**src/rtl/game_control_fsm.sv**
```systemverilog
// game_control_fsm
//   Top-level game sequencer. The lanes are held in reset while idle or after
//   a game over. Per-lane success pulses add points through a one-cycle POINT
//   state, which also advances the difficulty level. A game ends when any lane
//   reports failure.
//
//   Optional feature macro: BEST_SCORE_EN compiles in the best-score record.
//   Without it, best_score and new_best are tied to 0.
//
//   state | meaning
//   IDLE  | lanes in reset, score/level cleared, waiting for a start press
//   RUN   | game running, watching game_over / correct
//   POINT | one cycle: add the latched hit count to score and level counter
//   OVER  | game finished, score held, waiting for a start press
//
// Ports
//   clock        in   rising-edge system clock
//   reset_button in   asynchronous active-high reset
//   start_button in   player start request (level signal)
//   game_over    in   per-lane failure pulse  [NUM_LANES]
//   correct      in   per-lane success pulse  [NUM_LANES]
//   reset_signal out  high while the lanes are held in reset
//   score        out  current score          [SCORE_W]
//   best_score   out  best completed score   [SCORE_W]
//   level        out  current level          [3]
//   new_best     out  last game set a record (valid in OVER)
//   state        out  current FSM state code [3]
module game_control_fsm #(
  parameter int NUM_LANES  = 3,
  parameter int SCORE_W    = 8,
  parameter int LEVEL_STEP = 10,
  parameter int MAX_LEVEL  = 7
) (
  input  logic                 clock,
  input  logic                 reset_button,
  input  logic                 start_button,
  input  logic [NUM_LANES-1:0] game_over,
  input  logic [NUM_LANES-1:0] correct,
  output logic                 reset_signal,
  output logic [SCORE_W-1:0]   score,
  output logic [SCORE_W-1:0]   best_score,
  output logic [2:0]           level,
  output logic                 new_best,
  output logic [2:0]           state
);

  localparam int CNT_W = $clog2(NUM_LANES + 1);

  typedef enum logic [2:0] {
    IDLE  = 3'b000,
    RUN   = 3'b001,
    POINT = 3'b010,
    OVER  = 3'b011
  } state_e;

  state_e             state_q, state_d;
  logic [SCORE_W-1:0] score_q, score_d;
  logic [2:0]         level_q, level_d;
  logic [7:0]         lvl_pts_q, lvl_pts_d;
  logic [CNT_W-1:0]   pts_q, pts_d;
  logic               reset_signal_q, reset_signal_d;
  logic               start_d;
  logic               start_evt;
  logic [CNT_W-1:0]   pop;
  logic [SCORE_W:0]   score_sum;
  logic [8:0]         lvl_sum;

  assign start_evt = start_button & ~start_d;

  always_ff @(posedge clock or posedge reset_button) begin
    if (reset_button) begin
      state_q        <= IDLE;
      score_q        <= '0;
      level_q        <= '0;
      lvl_pts_q      <= '0;
      pts_q          <= '0;
      reset_signal_q <= 1'b1;
      // Seeded high so a button already held during reset is not seen as a
      // press; the player has to release and press again.
      start_d        <= 1'b1;
    end else begin
      state_q        <= state_d;
      score_q        <= score_d;
      level_q        <= level_d;
      lvl_pts_q      <= lvl_pts_d;
      pts_q          <= pts_d;
      reset_signal_q <= reset_signal_d;
      start_d        <= start_button;
    end
  end

  always_comb begin
    state_d   = state_q;
    score_d   = score_q;
    level_d   = level_q;
    lvl_pts_d = lvl_pts_q;
    pts_d     = pts_q;

    pop = '0;
    for (int i = 0; i < NUM_LANES; i++) begin
      pop = pop + CNT_W'(correct[i]);
    end

    score_sum = {1'b0, score_q} + (SCORE_W + 1)'(pts_q);
    lvl_sum   = {1'b0, lvl_pts_q} + 9'(pts_q);

    case (state_q)
      IDLE: begin
        score_d   = '0;
        level_d   = '0;
        lvl_pts_d = '0;
        if (start_evt) state_d = RUN;
      end
      RUN: begin
        if (|game_over) begin
          state_d = OVER;
        end else if (|correct) begin
          pts_d   = pop;
          state_d = POINT;
        end
      end
      POINT: begin
        score_d = score_sum[SCORE_W] ? '1 : score_sum[SCORE_W-1:0];
        // lvl_pts stays below LEVEL_STEP, so one subtraction is enough.
        if (lvl_sum >= 9'(LEVEL_STEP)) begin
          lvl_pts_d = 8'(lvl_sum - 9'(LEVEL_STEP));
          if (level_q < 3'(MAX_LEVEL)) level_d = level_q + 3'd1;
        end else begin
          lvl_pts_d = lvl_sum[7:0];
        end
        state_d = RUN;
      end
      OVER: begin
        if (start_evt) begin
          state_d   = IDLE;
          score_d   = '0;
          level_d   = '0;
          lvl_pts_d = '0;
        end
      end
      default: begin
        state_d   = IDLE;
        score_d   = '0;
        level_d   = '0;
        lvl_pts_d = '0;
      end
    endcase

    reset_signal_d = !(state_d == RUN || state_d == POINT);
  end

`ifdef BEST_SCORE_EN
  logic [SCORE_W-1:0] best_q;
  logic               new_best_q;

  // Score is stable in RUN, so comparing on the RUN->OVER edge samples the
  // final score exactly once.
  always_ff @(posedge clock or posedge reset_button) begin
    if (reset_button) begin
      best_q     <= '0;
      new_best_q <= 1'b0;
    end else if (state_q == RUN && |game_over) begin
      if (score_q > best_q) begin
        best_q     <= score_q;
        new_best_q <= 1'b1;
      end
    end else if (state_q == OVER && start_evt) begin
      new_best_q <= 1'b0;
    end
  end

  assign best_score = best_q;
  assign new_best   = new_best_q;
`else
  assign best_score = '0;
  assign new_best   = 1'b0;
`endif

  assign state        = state_q;
  assign score        = score_q;
  assign level        = level_q;
  assign reset_signal = reset_signal_q;

endmodule

```
**config.mk**
```make
export PLATFORM = sky130hd
export DESIGN_NAME = game_control_fsm
export DESIGN_NICKNAME = d
export VERILOG_FILES = /design/src/rtl/game_control_fsm.sv
export SDC_FILE = /design/constraint.sdc
export NUM_CORES = 1
export LEC_CHECK = 0
export BUFFER_PORTS_ARGS = -buffer_cell sky130_fd_sc_hd__buf_2
export CAP_MARGIN = 25
export CORE_UTILIZATION = 55
export CTS_CLUSTER_SIZE = 25
export DETAILED_ROUTE_END_ITERATION = 8
export PLACE_DENSITY = 0.79
export SYNTH_ARGS = -nofsm -noshare
export SYNTH_HDL_FRONTEND = slang
export SYNTH_SLANG_ARGS = --single-unit
export TNS_END_PERCENT = 100
```
**constraint.sdc**
```tcl
create_clock -name clock -period 2.9 [get_ports clock]
set_input_delay 0.29 -clock clock [delete_from_list [all_inputs] [get_ports clock]]
set_output_delay 0.29 -clock clock [all_outputs]
set_load 0.02 [all_outputs]
```
After elaboration in Yosys (flattened, before gate mapping)
Cells that the tools add are included.
{ "op_classes": {"mul": 0, "addsub": 6, "shift": 0, "reduce_logical": 8, "n_eq_ne": 8, "muxes": 14, "magnitude_cmp": 2, "bitwise_logic": 4, "n_div": 0} }
{ "op_table": {"columns": ["cell", "n"], "rows": [
  ["8-bit one-hot mux with 3 select lines", 2],
  ["8-bit 2-to-1 mux", 3],
  ["3-bit 2-to-1 mux", 7],
  ["8-bit by 2-bit adder with 9-bit output", 2],
  ["3-bit one-hot mux with 4 select lines", 1],
  ["3-bit by 2-bit equality test with 1-bit output, second input constant", 3],
  ["9-bit by 4-bit >= comparator with 1-bit output, second input constant", 1],
  ["3-bit one-hot mux with 3 select lines", 1],
  ["8-bit by 4-bit subtractor with 8-bit output, second input constant", 1],
  ["3-bit by 1-bit equality test with 1-bit output, second input constant", 2],
  ["2-bit inequality test, second input constant", 3],
  ["3-bit OR reduction", 2],
  ["4-bit AND reduction", 1],
  ["3-bit by 1-bit adder with 3-bit output, second input constant", 1],
  ["3-bit logical NOT", 1],
  ["3-bit < comparator, second input constant", 1],
  ["1-bit inverter", 3],
  ["3-bit AND reduction", 1],
  ["1-bit by 1-bit adder with 2-bit output", 1],
  ["2-bit by 1-bit adder with 2-bit output", 1],
  ["2-bit AND reduction", 1],
  ["1-bit AND", 1],
  ["1-bit logical NOT", 1],
  ["1-bit logical OR", 1]
]} }
{ "word_totals": {"mem_bits_rw": 0, "regBits": 26, "rom_bits": 0, "n_memories": 0, "output_inout_bits": 24, "latchBits": 0} }

Longest topological paths before layout
Gate-level depths: netlist of the first run.
{ "logic_depth": {"depth_word": 7, "mapped_depth": 12, "depth_no_buf": 12} }

Worst setup path before layout of the first run
Ideal clock, no wire load.
{ "synth_path": {"kind": "reg2reg", "startpoint": "register pts_q[0]", "endpoint": "register lvl_pts_q[5]", "path_stages_with_launch": 13, "period_less_slack_ns": 2.595, "setup_time_ns": 0.083, "t_arrival_ns": 2.513, "t_required_ns": 2.817, "path_slack_ns": 0.305, "path_cell_list": "dfrtp_1 -> ha_1 -> inv_1 -> fa_1 -> xor2_1 -> ha_1 -> nand2b_1 -> a21oi_1 -> a211oi_1 -> and2_1 -> a21oi_1 -> or3_1 -> o21ai_0"} }
{ "synth_between": {"elab_chain_len": 4, "word_cells_on_any_way": 5} }
{ "synth_rtl": {"columns": ["item", "line", "source"], "rows": [
  ["start, declared", "60", "logic [CNT_W-1:0] pts_q, pts_d;"],
  ["start signal, assigned", "86", "pts_q <= pts_d;"],
  ["8-bit by 2-bit adder with 9-bit output *", "105", "lvl_sum = {1'b0, lvl_pts_q} + 9'(pts_q);"],
  ["8-bit by 4-bit subtractor with 8-bit output / 9-bit by 4-bit >= comparator with 1-bit output (equally long branches)", "126, 125", null],
  ["8-bit 2-to-1 mux *", "125", "if (lvl_sum >= 9'(LEVEL_STEP)) begin"],
  ["8-bit one-hot mux with 3 select lines *", "107", "case (state_q)"],
  ["end signal, assigned", "85", "lvl_pts_q <= lvl_pts_d;"],
  ["end, declared", "59", "logic [7:0] lvl_pts_q, lvl_pts_d;"]
]} }
Every way passes the cells marked *; elsewhere a longest branch is shown, timed or not.
A chain may end at the register's enable or synchronous reset.

Final worst setup path of the first run
Ends and elaborated chain as after synthesis.

==> results of run 1 <==
## worst max path at each step
stage,slack [ps],start,cells past startpoint,end
floorplan,300,pts_q[0],12,lvl_pts_q[5]
global route,20,pts_q[0],12,lvl_pts_q[5]
global placement,210,pts_q[0],12,lvl_pts_q[5]
detailed placement,130,pts_q[0],12,lvl_pts_q[5]
finish,210,pts_q[0],12,lvl_pts_q[5]
CTS,90,pts_q[0],12,lvl_pts_q[5]
## synth_stat cells (all sizes together) (4+ instances only)
| cell | instances | area (µm²) |
|---|---|---|
| a21oi | 16 | 83.8 |
| dfrtp | 24 | 601 |
| clkbuf | 4 | 15.0 |
| nand2b | 7 | 43.8 |
| inv | 11 | 41.3 |
| a21o | 4 | 30.0 |
| nand2 | 21 | 78.8 |
| o21ai | 19 | 95.1 |
| buf | 15 | 116 |
| nor2b | 5 | 31.3 |
| nor2 | 8 | 30.0 |
| nand3 | 6 | 30.0 |
| and2 | 4 | 25.0 |
| ha | 6 | 75.1 |
| a22o | 7 | 61.3 |
## flip-flops by register name (all words and copies together), names as in the netlist
signal and flops:
pts_q 2, start_d 1, score 8, reset_signal 1
state 3, level 3, lvl_pts_q 8
## per-layer routing
| layer | share of wire [%] | GRT usage (%) | up-vias | wire [µm] |
|---|---|---|---|---|
| met1 | 49 | 31.1 | 736 | 1790 |
| met5 | 0 | 0 | - | 0 |
| li1 | - | - | 761 | - |
| met3 | 3.0 | 1.97 | 2 | 110 |
| met4 | 0.36 | 4.98 | 0 | 13 |
| met2 | 47 | 36.6 | 24 | 1720 |
## layout make-up
class | count | area (µm²)
timing repair buffer | 29 | 180
clock buffer | 4 | 36.3
inverter | 11 | 41.3
tap | 44 | 55.1
fill | 293 | 1100
multi-input combinational | 158 | 1040
sequential | 26 | 653
## stage by stage
step / instances / util, % / setup slack, ps
2_1_floorplan: 214 / - / 305
3_3_place_gp: 267 / 62.1 / 208
3_5_place_dp: 267 / 62.1 / 128
4_1_cts: 271 / 63.3 / 92.1
5_1_grt: 272 / 64.6 / 15.5
6_report: 272 / 64.6 / 214
## tightest hold or removal path: cells and delay by family
family	cells	cell delay, ps
buf+inv	3	410
## placed cells by master, fill, tap and decap left out, types with 3 or more instances in the layout
cell type,n
buf_2,23
clkbuf_4,3
xnor2_1,3
o21ai_0,17
buf_4,5
a22o_1,7
ha_1,6
a21o_1,4
inv_1,11
nor2_1,8
a21oi_1,15
and2_1,4
conb_1,10
nor2b_1,5
nand2_1,21
nand3_1,6
dfrtp_1,24
nand2b_1,7
nand4_1,3
## cell families after synthesis
logic type,count (synthesis),share of synthesized area [%]
and+or+nand+nor,65,18.7
buffers and inverters,30,9.50
other,1,0.206
DFF,26,35.9
adders and majority gates,9,7.43
xor gates and xnor gates,5,2.41
muxes,5,3.17
AOI/OAI and AO/OA,64,22.7
## power breakdown
part / internal, mW / switching, mW / leakage, nW
Combinational: 0.0570 / 0.0920 / 0.572
Sequential: 0.377 / 0.00937 / 0.351
Clock: 0.0767 / 0.109 / 0.0210
## what timing repair did
item,4_1_cts,5_1_grt
setup endpoints to repair,0,6
setup buffers,0,0
gates resized for setup,0,3
hold buffers,0,0
endpoints found under the hold margin,0,0
==> out/metrics.csv, run 1 <==
metric,value,unit
num_rows,20,
area_growth,10.2,%
remaining_drc_errors,0,
grt_pass1_wl,5.91,mm
drive_above_1_share,19.3,%
synth_edf_count,0,
drt_iter0_markers,66,
crit_buf_inv,1,
synth_cell_types,50,
cts_tree,yes,
clockRootBuffer,clkbuf_4,
firstDrtPassIters,4,
cp-end-kind,flip-flop,
ys_warn_count,0,
critPathMaxStageDelay,400,ps
antenna_found_initial,0,
clock_latency,320,ps
dpl_cell_area,1930,µm²
wl_per_cell,13.3,µm
num_io_pins,33,
cts_max_level,1,
worstPathRequired,3150,ps
p_total,0.721,mW
clockBufferDepth,2,
status,"finished, final reports clean",
crit_slowest_cell,dfrtp_1,
place_hpwl,2.59,mm
start_kind,flip-flop,
fmax,372,MHz
drtAntennaViolNets,0,
drt-total-wl,3.63,mm
whs,20.5,ps
gp_congestion,0.785,
hold_viol_final,0,
min_period,2690,ps
r2r_start,pts_q[0],
rsz0062_at_grt,no,
synth_cells,205,
timing.rr.end,lvl_pts_q[5],
crit_chain,"ha_1, inv_1, fa_2, xor2_2, ha_1, nand2b_1, a21oi_1, a211oi_1, and2_1, a21oi_1, or3_1, o21ai_0",
cts-buffers-inserted,3,
gr-total-overflow,0,
fp.dieArea,3540,µm²
grt_max_degree,27,
r2r_cells,12,
num-nets-final,247,
antenna_cells,0,
cap_viol_max_count,0,
setup_tns,0,ps
ys_ff_latch,26,
grt_pass1_vias,1345,
die_width,59.5,µm
finalInstanceArea,2000,µm²
critPathTopFamily,adder cells,
ys_seq_area_share,35.9,%
relSlewSlack,49.8,%
io_buffers,23,
p_per_area,360,nW/µm²
rrSetupSlack,210,ps
total_leakage_power,0.944,nW
synthesis.area,1820,µm²
critPathMaxFanout,6,
hold_class,input pin to async pin,
setup_violations,0,
avgSynthCellArea,8.87,µm²
fin_skew,5.30,ps
num_vias,1523,
period_share,92.6,%
clock-sinks,26,
die_h,59.5,µm
worstPathArrival,2940,ps
synth_top_flop_cell,dfrtp_1,
clk_pin_slew,150,ps
worst-setup-path-type,flip-flop to flip-flop,
drt-vias-per-instance,5.60,
drv_slew,0,
worstMarginPinSlew,753,ps
vdd_drop_max,0.000257,V
start_util,58.6,%
async_flop_share,100,%
core,3100,µm²
grt_use_total,21.9,%
No activity file was read; power rests on OpenSTA's default activity.
==> inputs of run 2 (changes only) <==
Settings changed: BUFFER_PORTS_ARGS -buffer_cell sky130_fd_sc_hd__buf_2 to unset, CORE_UTILIZATION 55 to 60, DONT_BUFFER_PORTS set to 1, PLACE_DENSITY 0.79 to 0.76.
==> out/metrics.csv, run 2 (synthesized netlist as in run 1, its figures left out) <==
metric,value,unit
met3_usage,3.85,%
cts_tree,yes,
fp.dieArea,3250,µm²
period_share,92.1,%
worst-setup-path-type,flip-flop to flip-flop,
io_buffers,0,
die_h,57.0,µm
fmax,374,MHz
r2r_start,pts_q[0],
cap_viol_max_count,0,
num-nets-final,223,
area_growth,5.37,%
min_from,game_over[2],
wl_per_cell,16.3,µm
critPathMaxFanout,6,
critPathLaunch,pts_q[0],
finalInstanceArea,1920,µm²
num_rows,19,
use_met2,46.1,%
num_vias,1456,
drt_iter0_markers,86,
mostFrequentLayoutCells,"dfrtp_1 (24), nand2_1 (21), o21ai_0 (17)",
dpl_cell_area,1770,µm²
remaining_drc_errors,2,
post_cts_buffers,0,
drt-total-wl,3.84,mm
cts_max_level,1,
start_util,64.8,%
total_leakage_power,0.836,nW
drv_slew,0,
grt_use_total,25.7,%
gr-total-overflow,0,
place_hpwl,2.73,mm
hold_class,input pin to flip-flop,
drt-vias-per-instance,6.20,
firstDrtPassIters,6,
clock-sinks,26,
relSlewSlack,50.2,%
worstPathRequired,3150,ps
final_cells,235,
violations,DRC,
layout_commonest_cell,dfrtp_1,
core,2810,µm²
clk_pin_slew,140,ps
rsz0062_at_grt,yes,
p_total,0.790,mW
gp_congestion,0.919,
worstMarginPinSlew,748,ps
worstPathArrival,2930,ps
fillerInstances,239,
status,finished with violations,
grt_busiest_layer,met2,
fin_skew,2.61,ps
post-route-util,68.3,%
drive_above_1_share,10.3,%
drtAntennaViolNets,0,
clockRootBuffer,clkbuf_4,
numPlacedInstances,228,
clock_latency,320,ps
p_per_area,412,nW/µm²
clockBufferDepth,2,
start_kind,flip-flop,
die_width,57.0,µm
setup_violations,0,
cts-buffers-inserted,3,
grt_max_degree,27,
gr-usage-met1,31.8,%
antenna_found_initial,0,
num_io_pins,33,
vdd_drop_max,0.000332,V
grt_pass1_wl,6.59,mm
antenna_cells,0,
hold_viol_final,0,
grt_pass1_vias,1503,
cp-end-kind,flip-flop,
min_period,2670,ps
run 2: cell types whose count changed in the layout (fill, tap and decap cells not counted), sizes merged:
cell	delta
buf	-26
dlygate4sd3	+2
clkbuf	-1
bufinv	+1
run 2: worst max-delay path, stage by stage (launching register included):
cell	delay, ps
dfrtp_1	390
ha_1	230
inv_1	80
fa_2	420
xor2_4	210
ha_4	190
nand2b_1	140
a21oi_1	80
a211oi_2	240
and2_1	160
a21oi_1	80
or3_1	310
o21ai_0	70
run 2: repair_timing:
action                     4_1_cts  5_1_grt
hold buffers                     1        1
hold endpoints to repair         1       24
cloned                           0        0
setup endpoints to repair        1        9
gates resized for setup          1        7
run 2: layer usage:
layer / wire, µm / vias to the layer above
met5: 0 / -
met2: 2080 / 23
met3: 80 / 2
met4: 19 / 0
met1: 1660 / 722
li1: - / 709
run 2: metrics by stage:
stage | TNS [ps] | hold slack, ps | setup WS, ps
finish | 0 | 179 | 228
global route | -20.8 | 189 | -20.8
floorplan | 0 | 294 | 305
global placement | 0 | 295 | 144
CTS | 0 | 96.1 | 8.22
detailed placement | -2.68 | 295 | -2.68
run 2: area by class of cell:
cell class              instances  area, µm²  share of cell area [%]
multi-input cells             158       1070                    55.7
flip-flops and latches         26        653                    34.1
repair buffers                  5       62.6                    3.27
inverters                      11       41.3                    2.16
well taps                      31       38.8                    2.02
clock inverters                 1       30.0                    1.57
clock buffers                   3       22.5                    1.18
run 2: power by group:
| part | internal, mW | switching, mW |
|---|---|---|
| clock | 0.140 | 0.110 |
| sequential | 0.378 | 0.0165 |
| combinational | 0.0577 | 0.0890 |
| total | 0.575 | 0.215 |
run 2: final timing paths:
path	end	slack, ps	cells after the start
max	lvl_pts_q[5]	230	12
min	reset_signal	180	2
max reg2reg	lvl_pts_q[5]	230	12
min reg2reg	lvl_pts_q[0]	540	1
max in group asynchronous	start_d	2170	3
min in group asynchronous	lvl_pts_q[6]	280	2
